**src/rtl/bram_stream_writer_pkg.sv**
```systemverilog
`default_nettype none
// ============================================================================
//  Module      : bram_stream_writer_pkg
//  Description : Shared definitions for the BRAM stream writer.
//                Holds the FSM state encoding, the default bus widths and a
//                constant-evaluable ceil(log2) helper used to size counters.
//  Revision    : 1.0 - initial release
// ============================================================================
package bram_stream_writer_pkg;

    localparam int unsigned c_def_data_size  = 8;
    localparam int unsigned c_def_addr_width = 10;

    typedef enum logic [1:0] {
        ST_IDLE = 2'd0,
        ST_RUN  = 2'd1,
        ST_DONE = 2'd2
    } state_t;

    // ceil(log2(value)); returns 0 for value <= 1.
    function automatic int unsigned clog2(input int unsigned value);
        int unsigned result;
        result = 0;
        for (int i = 0; i < 32; i++) begin
            if ((64'd1 << i) < {32'd0, value}) begin
                result = 32'(i) + 32'd1;
            end
        end
        return result;
    endfunction

endpackage
`default_nettype wire

```
**src/rtl/bram_stream_writer_if.sv**
```systemverilog
`default_nettype none
// ============================================================================
//  Module      : bram_stream_writer_if
//  Description : Control, stream-input and BRAM port-A bundle of the writer.
//                master : sequencer / datapath side (drives work, clear,
//                         hold, base_addr, data_in, data_valid)
//                slave  : the writer (drives in_ready, ena, wea, addra,
//                         dina, is_full, is_empty, done, overflow)
//  Revision    : 1.0 - initial release
// ============================================================================
interface bram_stream_writer_if
    import bram_stream_writer_pkg::*;
#(
    parameter int unsigned DATA_SIZE  = c_def_data_size,
    parameter int unsigned ADDR_WIDTH = c_def_addr_width
) ();

    logic                  work;
    logic                  clear;
    logic                  hold;
    logic [ADDR_WIDTH-1:0] base_addr;
    logic [DATA_SIZE-1:0]  data_in;
    logic                  data_valid;
    logic                  in_ready;
    logic                  ena;
    logic                  wea;
    logic [ADDR_WIDTH-1:0] addra;
    logic [DATA_SIZE-1:0]  dina;
    logic                  is_full;
    logic                  is_empty;
    logic                  done;
    logic                  overflow;

    modport master (
        output work, clear, hold, base_addr, data_in, data_valid,
        input  in_ready, ena, wea, addra, dina, is_full, is_empty, done, overflow
    );

    modport slave (
        input  work, clear, hold, base_addr, data_in, data_valid,
        output in_ready, ena, wea, addra, dina, is_full, is_empty, done, overflow
    );

endinterface
`default_nettype wire

```
**src/rtl/bram_stream_writer_sync_fifo.sv**
```systemverilog
`default_nettype none
// ============================================================================
//  Module      : bram_stream_writer_sync_fifo
//  Description : DEPTH x WIDTH synchronous FIFO with circular pointers and an
//                occupancy counter. DEPTH need not be a power of two.
//  Ports       : clk, rst_n        clock / async active-low reset
//                flush_i           synchronous empty (pointers and count)
//                push_i, data_i    write request (ignored when full)
//                pop_i             read request (ignored when empty)
//                head_o            word at the read pointer (fall-through)
//                full_o, empty_o   occupancy flags
//  Revision    : 1.0 - initial release
// ============================================================================
module bram_stream_writer_sync_fifo
    import bram_stream_writer_pkg::*;
#(
    parameter int unsigned DEPTH = 5,
    parameter int unsigned WIDTH = 8
) (
    input  wire logic             clk,
    input  wire logic             rst_n,
    input  wire logic             flush_i,
    input  wire logic             push_i,
    input  wire logic [WIDTH-1:0] data_i,
    input  wire logic             pop_i,
    output logic      [WIDTH-1:0] head_o,
    output logic                  full_o,
    output logic                  empty_o
);

    localparam int unsigned        c_ptr_w    = (clog2(DEPTH) < 1) ? 1 : clog2(DEPTH);
    localparam int unsigned        c_cnt_w    = clog2(DEPTH + 1);
    localparam logic [c_ptr_w-1:0] c_last_idx = c_ptr_w'(DEPTH - 1);
    localparam logic [c_cnt_w-1:0] c_depth    = c_cnt_w'(DEPTH);

    logic [WIDTH-1:0]   mem_q [DEPTH];
    logic [c_ptr_w-1:0] wr_ptr_q;
    logic [c_ptr_w-1:0] rd_ptr_q;
    logic [c_cnt_w-1:0] count_q;

    logic               w_push;
    logic               w_pop;
    logic [c_ptr_w-1:0] w_wr_ptr_nxt;
    logic [c_ptr_w-1:0] w_rd_ptr_nxt;

    assign full_o  = (count_q == c_depth);
    assign empty_o = (count_q == '0);
    assign head_o  = mem_q[rd_ptr_q];

    assign w_push = push_i && !full_o && !flush_i;
    assign w_pop  = pop_i && !empty_o && !flush_i;

    // Explicit wrap so a non power-of-two depth still cycles 0..DEPTH-1.
    assign w_wr_ptr_nxt = (wr_ptr_q == c_last_idx) ? '0 : wr_ptr_q + 1'b1;
    assign w_rd_ptr_nxt = (rd_ptr_q == c_last_idx) ? '0 : rd_ptr_q + 1'b1;

    always_ff @(posedge clk) begin
        if (w_push) begin
            mem_q[wr_ptr_q] <= data_i;
        end
    end

    always_ff @(posedge clk or negedge rst_n) begin
        if (!rst_n) begin
            wr_ptr_q <= '0;
            rd_ptr_q <= '0;
            count_q  <= '0;
        end else if (flush_i) begin
            wr_ptr_q <= '0;
            rd_ptr_q <= '0;
            count_q  <= '0;
        end else begin
            if (w_push) begin
                wr_ptr_q <= w_wr_ptr_nxt;
            end
            if (w_pop) begin
                rd_ptr_q <= w_rd_ptr_nxt;
            end
            if (w_push && !w_pop) begin
                count_q <= count_q + 1'b1;
            end else if (w_pop && !w_push) begin
                count_q <= count_q - 1'b1;
            end
        end
    end

endmodule
`default_nettype wire

```
**src/rtl/bram_stream_writer.sv**
```systemverilog
`default_nettype none
// ============================================================================
//  Module      : bram_stream_writer
//  Description : Buffers a stream of result words in a small FIFO and drains
//                them into a BRAM port A at sequential (wrapping) addresses.
//                A run starts on work, writes WORD_COUNT words from base_addr
//                and then raises done until clear or work goes low.
//  Ports       : clk, rst_n   clock / async active-low reset
//                bus (slave)  work/clear/hold control, base_addr,
//                             data_in/data_valid/in_ready stream,
//                             ena/wea/addra/dina BRAM port A,
//                             is_full/is_empty/done/overflow status
//  Revision    : 1.0 - initial release
// ============================================================================
module bram_stream_writer
    import bram_stream_writer_pkg::*;
#(
    parameter int unsigned QUEUE_SIZE = 5,
    parameter int unsigned DATA_SIZE  = c_def_data_size,
    parameter int unsigned ADDR_WIDTH = c_def_addr_width,
    parameter int unsigned WORD_COUNT = 1024
) (
    input wire logic            clk,
    input wire logic            rst_n,
    bram_stream_writer_if.slave bus
);

    localparam int unsigned        c_cnt_w      = clog2(WORD_COUNT + 1);
    localparam logic [c_cnt_w-1:0] c_word_count = c_cnt_w'(WORD_COUNT);

    state_t                state_q,    state_d;
    logic [ADDR_WIDTH-1:0] addr_ptr_q, addr_ptr_d;
    logic [c_cnt_w-1:0]    wr_cnt_q,   wr_cnt_d;
    logic                  ena_q,      ena_d;
    logic [ADDR_WIDTH-1:0] addra_q,    addra_d;
    logic [DATA_SIZE-1:0]  dina_q,     dina_d;
    logic                  overflow_q, overflow_d;

    logic                  w_fifo_full;
    logic                  w_fifo_empty;
    logic [DATA_SIZE-1:0]  w_fifo_head;
    logic                  w_in_ready;
    logic                  w_push;
    logic                  w_can_write;
    logic                  w_write;
    logic                  w_bypass;
    logic                  w_fifo_push;
    logic                  w_fifo_pop;
    logic [DATA_SIZE-1:0]  w_wr_word;

    assign w_in_ready  = !w_fifo_full;
    assign w_push      = bus.data_valid && w_in_ready && !bus.clear;
    assign w_can_write = (state_q == ST_RUN) && !bus.hold && !bus.clear &&
                         (wr_cnt_q != c_word_count);
    assign w_write     = w_can_write && (!w_fifo_empty || w_push);

    // An arriving word that would be written the same cycle skips the FIFO
    // storage; this gives the single-cycle push-to-strobe latency.
    assign w_bypass    = w_write && w_fifo_empty;
    assign w_fifo_push = w_push && !w_bypass;
    assign w_fifo_pop  = w_write && !w_fifo_empty;
    assign w_wr_word   = w_fifo_empty ? bus.data_in : w_fifo_head;

    bram_stream_writer_sync_fifo #(
        .DEPTH (QUEUE_SIZE),
        .WIDTH (DATA_SIZE)
    ) u_fifo (
        .clk     (clk),
        .rst_n   (rst_n),
        .flush_i (bus.clear),
        .push_i  (w_fifo_push),
        .data_i  (bus.data_in),
        .pop_i   (w_fifo_pop),
        .head_o  (w_fifo_head),
        .full_o  (w_fifo_full),
        .empty_o (w_fifo_empty)
    );

    always_comb begin
        state_d    = state_q;
        addr_ptr_d = addr_ptr_q;
        wr_cnt_d   = wr_cnt_q;
        ena_d      = 1'b0;
        addra_d    = addra_q;
        dina_d     = dina_q;
        overflow_d = overflow_q || (bus.data_valid && !w_in_ready);

        if (bus.clear) begin
            state_d    = ST_IDLE;
            addr_ptr_d = '0;
            wr_cnt_d   = '0;
            overflow_d = 1'b0;
        end else begin
            unique case (state_q)
                ST_IDLE: begin
                    if (bus.work) begin
                        state_d    = ST_RUN;
                        addr_ptr_d = bus.base_addr;
                        wr_cnt_d   = '0;
                    end
                end
                ST_RUN: begin
                    // The count is examined one cycle after the final write,
                    // so done rises the cycle after the last strobe.
                    if (wr_cnt_q == c_word_count) begin
                        state_d = ST_DONE;
                    end else if (w_write) begin
                        ena_d      = 1'b1;
                        addra_d    = addr_ptr_q;
                        dina_d     = w_wr_word;
                        addr_ptr_d = addr_ptr_q + 1'b1;
                        wr_cnt_d   = wr_cnt_q + 1'b1;
                    end
                end
                ST_DONE: begin
                    if (!bus.work) begin
                        state_d = ST_IDLE;
                    end
                end
                default: begin
                    state_d = ST_IDLE;
                end
            endcase
        end
    end

    always_ff @(posedge clk or negedge rst_n) begin
        if (!rst_n) begin
            state_q    <= ST_IDLE;
            addr_ptr_q <= '0;
            wr_cnt_q   <= '0;
            ena_q      <= 1'b0;
            addra_q    <= '0;
            dina_q     <= '0;
            overflow_q <= 1'b0;
        end else begin
            state_q    <= state_d;
            addr_ptr_q <= addr_ptr_d;
            wr_cnt_q   <= wr_cnt_d;
            ena_q      <= ena_d;
            addra_q    <= addra_d;
            dina_q     <= dina_d;
            overflow_q <= overflow_d;
        end
    end

    assign bus.in_ready = w_in_ready;
    assign bus.ena      = ena_q;
    assign bus.wea      = ena_q;
    assign bus.addra    = addra_q;
    assign bus.dina     = dina_q;
    assign bus.is_full  = w_fifo_full;
    assign bus.is_empty = w_fifo_empty;
    assign bus.done     = (state_q == ST_DONE);
    assign bus.overflow = overflow_q;

endmodule
`default_nettype wire
```
**src/flat_wrapper.sv**
```systemverilog
// flat-port wrapper written by rule: the top's interface ports become plain ports
module bram_stream_writer_flat import bram_stream_writer_pkg::*;
#(
    parameter int unsigned QUEUE_SIZE = 5,
    parameter int unsigned DATA_SIZE  = c_def_data_size,
    parameter int unsigned ADDR_WIDTH = c_def_addr_width,
    parameter int unsigned WORD_COUNT = 1024
)
  (clk, rst_n, bus_work, bus_clear, bus_hold, bus_base_addr, bus_data_in, bus_data_valid, bus_in_ready, bus_ena, bus_wea, bus_addra, bus_dina, bus_is_full, bus_is_empty, bus_done, bus_overflow);
  bram_stream_writer_if #(.DATA_SIZE(DATA_SIZE), .ADDR_WIDTH(ADDR_WIDTH)) bus_i ();
  input wire logic clk;
  input wire logic rst_n;
  input wire logic [$bits(bus_i.work)-1:0] bus_work;
  input wire logic [$bits(bus_i.clear)-1:0] bus_clear;
  input wire logic [$bits(bus_i.hold)-1:0] bus_hold;
  input wire logic [$bits(bus_i.base_addr)-1:0] bus_base_addr;
  input wire logic [$bits(bus_i.data_in)-1:0] bus_data_in;
  input wire logic [$bits(bus_i.data_valid)-1:0] bus_data_valid;
  output wire logic [$bits(bus_i.in_ready)-1:0] bus_in_ready;
  output wire logic [$bits(bus_i.ena)-1:0] bus_ena;
  output wire logic [$bits(bus_i.wea)-1:0] bus_wea;
  output wire logic [$bits(bus_i.addra)-1:0] bus_addra;
  output wire logic [$bits(bus_i.dina)-1:0] bus_dina;
  output wire logic [$bits(bus_i.is_full)-1:0] bus_is_full;
  output wire logic [$bits(bus_i.is_empty)-1:0] bus_is_empty;
  output wire logic [$bits(bus_i.done)-1:0] bus_done;
  output wire logic [$bits(bus_i.overflow)-1:0] bus_overflow;
  assign bus_i.work = bus_work;
  assign bus_i.clear = bus_clear;
  assign bus_i.hold = bus_hold;
  assign bus_i.base_addr = bus_base_addr;
  assign bus_i.data_in = bus_data_in;
  assign bus_i.data_valid = bus_data_valid;
  assign bus_in_ready = bus_i.in_ready;
  assign bus_ena = bus_i.ena;
  assign bus_wea = bus_i.wea;
  assign bus_addra = bus_i.addra;
  assign bus_dina = bus_i.dina;
  assign bus_is_full = bus_i.is_full;
  assign bus_is_empty = bus_i.is_empty;
  assign bus_done = bus_i.done;
  assign bus_overflow = bus_i.overflow;
  bram_stream_writer #(.QUEUE_SIZE(QUEUE_SIZE), .DATA_SIZE(DATA_SIZE), .ADDR_WIDTH(ADDR_WIDTH), .WORD_COUNT(WORD_COUNT)) u_core (.clk(clk), .rst_n(rst_n), .bus(bus_i));
endmodule
```
**config.mk**
```make
export PLATFORM = sky130hd
export DESIGN_NAME = bram_stream_writer_flat
export DESIGN_NICKNAME = d
export VERILOG_FILES = /design/src/rtl/bram_stream_writer_pkg.sv /design/src/rtl/bram_stream_writer_if.sv /design/src/rtl/bram_stream_writer_sync_fifo.sv /design/src/rtl/bram_stream_writer.sv /design/src/flat_wrapper.sv
export SDC_FILE = /design/constraint.sdc
export NUM_CORES = 1
export LEC_CHECK = 0
export ABC_AREA = 1
export ABC_CLOCK_PERIOD_IN_PS = 6800
export CAP_MARGIN = 40
export CORE_MARGIN = 2
export CORE_UTILIZATION = 35
export CTS_CLUSTER_DIAMETER = 120
export DETAILED_ROUTE_END_ITERATION = 10
export GPL_ROUTABILITY_DRIVEN = 1
export GPL_TIMING_DRIVEN = 0
export PLACE_DENSITY = 0.64
export SLEW_MARGIN = 30
export SYNTH_ARGS = -nofsm -noshare
export SYNTH_HDL_FRONTEND = slang
export SYNTH_SLANG_ARGS = --single-unit
export TNS_END_PERCENT = 10
```
**constraint.sdc**
```tcl
create_clock -name clk -period 6.8 [get_ports clk]
set_clock_uncertainty 0.15 [all_clocks]
set_input_delay 1.36 -clock clk [delete_from_list [all_inputs] [get_ports clk]]
set_output_delay 1.36 -clock clk [all_outputs]
set_load 0.02 [all_outputs]
```
==> impl_metrics.csv, run 1 <==
group,metric,value,unit
placement,routabilityCongestion,0.839,
power,seqPwrFrac,42.1,%
sta,final.setup.tns,0,ns
placement,dp_hpwl,7430,µm
yosys,synthAdderAreaFrac,2.43,%
global_routing,grt_use_total,16.7,%
power,p_int,1.17,mW
layout,area_growth,23.4,%
clock_network,ctsResizeCount,0,
sta,fmax,294,MHz
yosys,synth_seq_cells,92,
worst_setup_path,crit_type,"input pin to flip-flop",
clock_network,htree_levels,3,
placement,dp_cells,689,
global_routing,gr-total-overflow,0,
power,leakagePower,2.23,nW
yosys,synth-simple-area-share,21.4,%
sta,report.final.hold_viol_count,0,
detailed_routing,wl,10400,µm
die,die_y,117,µm
clock_network,path_clk_slew,0.06,ns
yosys,synthesis.area,4430,µm²
power,clkPwrFrac,25.9,%
worst_setup_path,r2r-start,"u_core.wr_cnt_q[0]",
yosys,avgSynthCellArea,9.53,µm²
worst_setup_path,r2r_cells,9,
global_routing,grt_start_max_net_pins,28,
worst_setup_path,startpoint,"bus_data_valid",
yosys,synth_compound_area_share,10.8,%
detailed_routing,avgViaCountPerCell,4.89,
power,p_comb_share,32.0,%
power,swShare,35.0,%
clock_network,postCtsHoldBufs,0,
yosys,synth.net_count,497,
yosys,yosysWarnings,0,
power,ir_worst_vdd,0.000144,V
die,die_x,117,µm
layout,antenna_cells,0,
sta,whs,0.328,ns
layout,layout_commonest_cell,"nand2_1",
global_routing,grt_pass1_vias,3493,
clock_network,insertion_delay,0.34,ns
yosys,synthCells,465,
power,switchingPower,0.629,mW
yosys,synth.distinct_cells,41,
detailed_routing,post_drt_wl_per_cell,14.7,µm
clock_network,cts_tree,"done",
layout,final_cell_mix,"nand2_1, dfrtp_1, clkdlybuf4s50_1, nor2_1, edfxtp_1",
worst_setup_path,worstPathArrival,3.53,ns
layout,post-route-util,43.8,%
clock_network,clockRootBuffer,"clkbuf_16",
layout,fillers,1175,
global_routing,antenna_found_initial,0,
worst_setup_path,critPathLaunchType,"input pin",
placement,io_buffers,47,
sta,max_slew_margin,48.5,%
die,coreArea,12500,µm²
sta,finalSetupViolations,0,
detailed_routing,drtIter0Drc,183,
sta,timing.final.crit_share,49.9,%
clock_network,clock_sinks,92,
die,initial_core_util,35.5,%
layout,layout.nets,560,
worst_setup_path,worstPathRequired,6.94,ns
yosys,yosysSeqAreaShare,56.5,%
die,num_rows,41,
worst_setup_path,reg2reg_to,"u_core.u_fifo.mem_q[1][5]",
worst_setup_path,critPathCapture,"u_core.u_fifo.count_q[2]",
detailed_routing,dr.pass1.iters,4,
worst_setup_path,reg2reg_slack,4.18,ns
worst_setup_path,worst-path-max-fanout,6,
global_routing,grt_pass1_wl,17100,µm
detailed_routing,dr_total_vias,3449,
worst_setup_path,endpoint_kind,"flip-flop",
sta,rsz0062_at_grt,"false",
sta,slew_viol_final,0,
detailed_routing,drc,0,
layout,drive_gt1_share,11.6,%
detailed_routing,ant_nets,0,
die,ios,49,
layout,fin_cells,705,
sta,finalCriticalPeriod,3.40,ns
clock_network,postCtsSetupRepairBufs,0,
yosys,synth_mux_area_share,1.36,%
clock_network,cts_buffers,9,
sta,tightest_slew,0.769,ns
flow_run,maxCapViolations,0,
status,status,"complete, no violations",
die,dieArea,13600,µm²
power,power.density,329,nW/µm²
clock_network,clockBufferDepth,2,
yosys,synth_xor_xnor_area_share,1.58,%
power,finalPower,1.80,mW
worst_hold_path,hp-class,"flip-flop to flip-flop",
yosys,synth_top_family_by_area,"simple AND/OR/NAND/NOR gates",
-- area by class of cell --
class | count | area, µm² | area share (%)
Inverter | 45 | 175 | 3.21
Clock inverter | 6 | 38.8 | 0.710
Buffer | 15 | 88.8 | 1.63
Tap cell | 172 | 215 | 3.94
Timing Repair Buffer | 52 | 513 | 9.39
Multi-Input combinational cell | 313 | 1690 | 31.0
Sequential cell | 92 | 2500 | 45.8
Clock buffer | 10 | 239 | 4.37
-- how the worst min path moves through the flow --
stage	from	endpoint	slack [ns]	depth (start not counted)
after floorplan	u_core.wr_cnt_q[8]	u_core.wr_cnt_q[8]	0.31	2
after global placement	u_core.bus.addra[1]	u_core.bus.addra[1]	0.32	2
after detailed placement	u_core.bus.addra[1]	u_core.bus.addra[1]	0.32	2
after CTS	u_core.bus.addra[1]	u_core.bus.addra[1]	0.34	2
after global routing	u_core.bus.addra[1]	u_core.bus.addra[1]	0.36	2
final	u_core.bus.addra[1]	u_core.bus.addra[1]	0.33	2
-- stage by stage --
step	setup WS [ns]	instance area, µm²
final	3.40	5470
after global routing	3.14	5470
after CTS	3.41	5470
after detailed placement	3.04	5190
after global placement	2.26	5120
after floorplan	3.48	4430
-- cells in the mapped netlist, drive strengths merged --
cell	number	share of area, %
mux2i	6	1.4
clkbuf	5	0.42
nor4	3	0.42
inv	42	3.7
o31ai	3	0.51
o22ai	8	1.1
buf	10	1.6
nand3	32	4.1
o21ai	52	6.5
o211ai	7	1.2
clkinv	3	0.28
a22o	1	0.20
xor2	4	0.79
nor2	48	4.5
nor3	12	1.4
ha	7	2.0
nand4	8	1.1
dfrtp	52	29
nand2	104	9.3
xnor2	4	0.79
a22oi	4	0.68
fa	1	0.45
or2	4	0.56
a21oi	5	0.65
edfxtp	40	27
-- layer usage --
metal | GRT usage, % | up-vias | routed length (µm)
li1 | - | 1708 | -
met1 | 20.2 | 1643 | 4590
met2 | 29.2 | 84 | 5250
met3 | 3.84 | 14 | 392
met4 | 6.03 | 0 | 148
met5 | 0 | - | 0
-- critical path, stage by stage --
cell	delay, ns
clkdlybuf4s50_1	0.46
inv_1	0.05
nor2_2	0.12
nor2_1	0.09
nor2_4	0.13
nand3_1	0.13
nand3_1	0.22
inv_1	0.08
fa_1	0.38
xnor2_1	0.20
nand4_1	0.12
nand2_1	0.08
nand2_1	0.05
nand2_1	0.06
-- flip-flops by register name, indices dropped and copies added, names as in the netlist --
signal and count:
u_core.u_fifo.rd_ptr_q 3, u_core.wr_cnt_q 11, u_core.bus.ena 1, u_core.bus.overflow 1
u_core.addr_ptr_q 10, u_core.bus.dina 8, u_core.u_fifo.wr_ptr_q 3, u_core.u_fifo.count_q 3
u_core.bus.addra 10, u_core.state_q 2, u_core.u_fifo.mem_q 40
-- power by group through the flow --
stage | combinational (mW) | sequential [mW] | clock [mW]
after floorplan | 0.307 | 0.807 | 0
after global routing | 0.640 | 0.771 | 0.501
after detailed placement | 0.579 | 0.767 | 0
after CTS | 0.581 | 0.757 | 0.482
after global placement | 0.565 | 0.763 | 0
final | 0.576 | 0.757 | 0.466
-- kinds of logic after synthesis --
family	Yosys count
AND/OR/NAND/NOR	211
flip-flops	92
AO/OA/AOI/OAI	80
buffers and inverters	60
XOR/XNOR	8
adder cells (fa/ha/maj)	8
multiplexers	6
(Power assumes the default switching activity.)
==> run 2: changes to the inputs <==
--- a/config.mk
+++ b/config.mk
@@ -6,7 +6,7 @@
 export NUM_CORES = 1
 export LEC_CHECK = 0
 export ABC_AREA = 1
-export ABC_CLOCK_PERIOD_IN_PS = 6800
+export ABC_CLOCK_PERIOD_IN_PS = 2800
 export CAP_MARGIN = 40
 export CORE_MARGIN = 2
 export CORE_UTILIZATION = 35
@@ -14,7 +14,7 @@
 export DETAILED_ROUTE_END_ITERATION = 10
 export GPL_ROUTABILITY_DRIVEN = 1
 export GPL_TIMING_DRIVEN = 0
-export PLACE_DENSITY = 0.64
+export PLACE_DENSITY = 0.66
 export SLEW_MARGIN = 30
 export SYNTH_ARGS = -nofsm -noshare
 export SYNTH_HDL_FRONTEND = slang
==> constraint.sdc (replaced) <==
create_clock -name clk -period 2.8 [get_ports clk]
set_clock_uncertainty 0.15 [all_clocks]
set_input_delay 0.56 -clock clk [delete_from_list [all_inputs] [get_ports clk]]
set_output_delay 0.56 -clock clk [all_outputs]
set_load 0.02 [all_outputs]
==> impl_metrics.csv, run 2 (synthesis gave the netlist of run 1 again) <==
group,metric,value,unit
placement,routabilityCongestion,0.841,
sta,rsz0062_at_grt,"false",
worst_setup_path,critPathLaunchType,"input pin",
worst_setup_path,path_cells,"clkdlybuf4s50_1 -> inv_1 -> nor2_2 -> nor2_1 -> nor2_4 -> nand3_1 -> nand3_1 -> inv_1 -> fa_1 -> xnor2_1 -> inv_1 -> nand2_1 -> nand2_1 -> nand2_1 -> nand2_1",
sta,finalCriticalPeriod,2.62,ns
worst_setup_path,path_common_cell,"nand2_1",
detailed_routing,dr_total_vias,3547,
placement,dp_hpwl,7530,µm
global_routing,grt_use_total,16.6,%
clock_network,cts_tree,"done",
worst_setup_path,reg2reg_slack,0.21,ns
detailed_routing,drtIter0Drc,212,
detailed_routing,avgViaCountPerCell,5.03,
worst_setup_path,critPathSlowestCell,"clkdlybuf4s50_1",
detailed_routing,ant_nets,0,
sta,setup_ws,0.180,ns
clock_network,path_clk_slew,0.07,ns
clock_network,insertion_delay,0.34,ns
worst_hold_path,hp-class,"input pin to flip-flop",
die,die_y,117,µm
layout,post-route-util,44.3,%
worst_setup_path,worst-path-max-fanout,6,
layout,largest_reg_flops,40,
sta,slew_viol_final,0,
die,die_x,117,µm
worst_setup_path,endpoint_kind,"flip-flop",
worst_setup_path,crit_type,"input pin to flip-flop",
detailed_routing,drc,0,
sta,fmax,382,MHz
placement,io_buffers,47,
layout,antenna_cells,0,
global_routing,grt_pass1_vias,3521,
flow_run,maxCapViolations,0,
clock_network,clockBufferDepth,2,
detailed_routing,wl,10700,µm
clock_network,cts_buffers,9,
layout,drive_gt1_share,11.4,%
layout,final_cell_mix,"nand2_1, dfrtp_1, clkdlybuf4s50_1, nor2_1, edfxtp_1",
layout,top_regs,"u_core.u_fifo.mem_q x40, u_core.wr_cnt_q x11",
clock_network,htree_levels,3,
status,status,"complete, no violations",
clock_network,clockRootBuffer,"clkbuf_16",
die,coreArea,12500,µm²
power,leakagePower,2.24,nW
clock_network,clock_sinks,92,
layout,layout.nets,560,
detailed_routing,dr.pass1.iters,4,
die,initial_core_util,35.5,%
worst_setup_path,cp_slowest_stage_delay,0.45,ns
power,ir_worst_vdd,0.000443,V
sta,report.final.hold_viol_count,0,
sta,max_slew_margin,48.0,%
die,num_rows,41,
layout,layout_commonest_cell,"nand2_1",
power,power.density,815,nW/µm²
global_routing,grt_pass1_wl,17300,µm
sta,tightest_slew,0.776,ns
clock_network,postCtsSetupRepairBufs,0,
worst_setup_path,worstPathArrival,2.71,ns
layout,fillers,1182,
die,dieArea,13600,µm²
global_routing,grt_start_max_net_pins,28,
sta,finalSetupViolations,0,
die,ios,49,
global_routing,antenna_found_initial,0,
placement,dp_slack,-0.212,ns
layout,top_register,"u_core.u_fifo.mem_q",
detailed_routing,post_drt_wl_per_cell,15.1,µm
sta,timing.final.crit_share,93.6,%
global_routing,gr-total-overflow,0,
layout,area_growth,24.7,%
worst_setup_path,worstPathRequired,2.89,ns
run 2: cell count changes in the layout (fill, tap and decap cells not counted), sizes merged:
cell and change:
buf -1, bufinv +1, clkbuf +1, clkinv -1, clkinvlp -1, dlygate4sd3 +1
run 2: report_power, final:
| group | internal [mW] | total [mW] | switching [mW] |
|---|---|---|---|
| sequential | 1.65 | 1.85 | 0.199 |
| combinational | 0.573 | 1.41 | 0.839 |
| clock | 0.722 | 1.24 | 0.522 |
run 2: per-layer routing:
layer	up-vias	part of all wire, %	GRT usage (%)
li1	1708	-	-
met1	1743	42	20.4
met2	83	52	29.1
met3	13	4.8	3.68
met4	0	1.5	5.32
met5	-	0	0
run 2: through the flow:
stage                     power [mW]  area [µm²]  setup TNS (ns)  hold slack [ns]  cells
after floorplan                 2.70        4430               0            0.114    465
after global placement          3.22        5120          -59.85            0.320    684
after detailed placement        3.28        5180           -1.94            0.328    688
after CTS                       4.52        5500               0            0.327    705
after global routing            4.76        5520               0            0.333    705
final                           4.50        5520               0            0.329    705
run 2: layout make-up:
type | instances | area (µm²) | area share [%]
inverter | 45 | 175 | 3.17
tap | 172 | 215 | 3.90
timing repair buffer | 52 | 518 | 9.38
sequential | 92 | 2500 | 45.3
clock inverter | 5 | 61.3 | 1.11
buffer | 15 | 88.8 | 1.61
clock buffer | 11 | 243 | 4.40
multi-input combinational | 313 | 1720 | 31.1
run 2: critical path, delay by kind of cell:
kind,cells,cell delay (ns)
AND/OR/NAND/NOR,9,0.92
XOR/XNOR,1,0.20
adder cells (fa/ha/maj),1,0.39
buffers and inverters,4,0.63
run 2: timing repair:
action / in CTS / in global routing
endpoints found under the setup margin: 0 / 12
gates resized for setup: 0 / 3
hold buffers: 1 / 0
endpoints found under the hold margin: 18 / 0
run 2: path summary, 6_finish.rpt:
path	to	depth (start not counted)	startpoint
setup / recovery	u_core.u_fifo.count_q[2]	15	bus_data_valid
hold / removal	u_core.state_q[0]	2	bus_clear
setup reg to reg	u_core.u_fifo.count_q[2]	15	u_core.wr_cnt_q[0]
hold reg to reg	u_core.bus.addra[8]	2	u_core.bus.addra[8]
max in group asynchronous	u_core.bus.dina[1]	3	rst_n
min in group asynchronous	u_core.wr_cnt_q[8]	2	rst_n
==> run 3: changes to the inputs <==
--- a/config.mk
+++ b/config.mk
@@ -7,7 +7,7 @@
 export LEC_CHECK = 0
 export ABC_AREA = 1
 export ABC_CLOCK_PERIOD_IN_PS = 2800
-export CAP_MARGIN = 40
+export CAP_MARGIN = 0
 export CORE_MARGIN = 2
 export CORE_UTILIZATION = 35
 export CTS_CLUSTER_DIAMETER = 120
==> results of run 3 <==
Same layout as run 2: the final DEF is identical, and so are final timing and power.
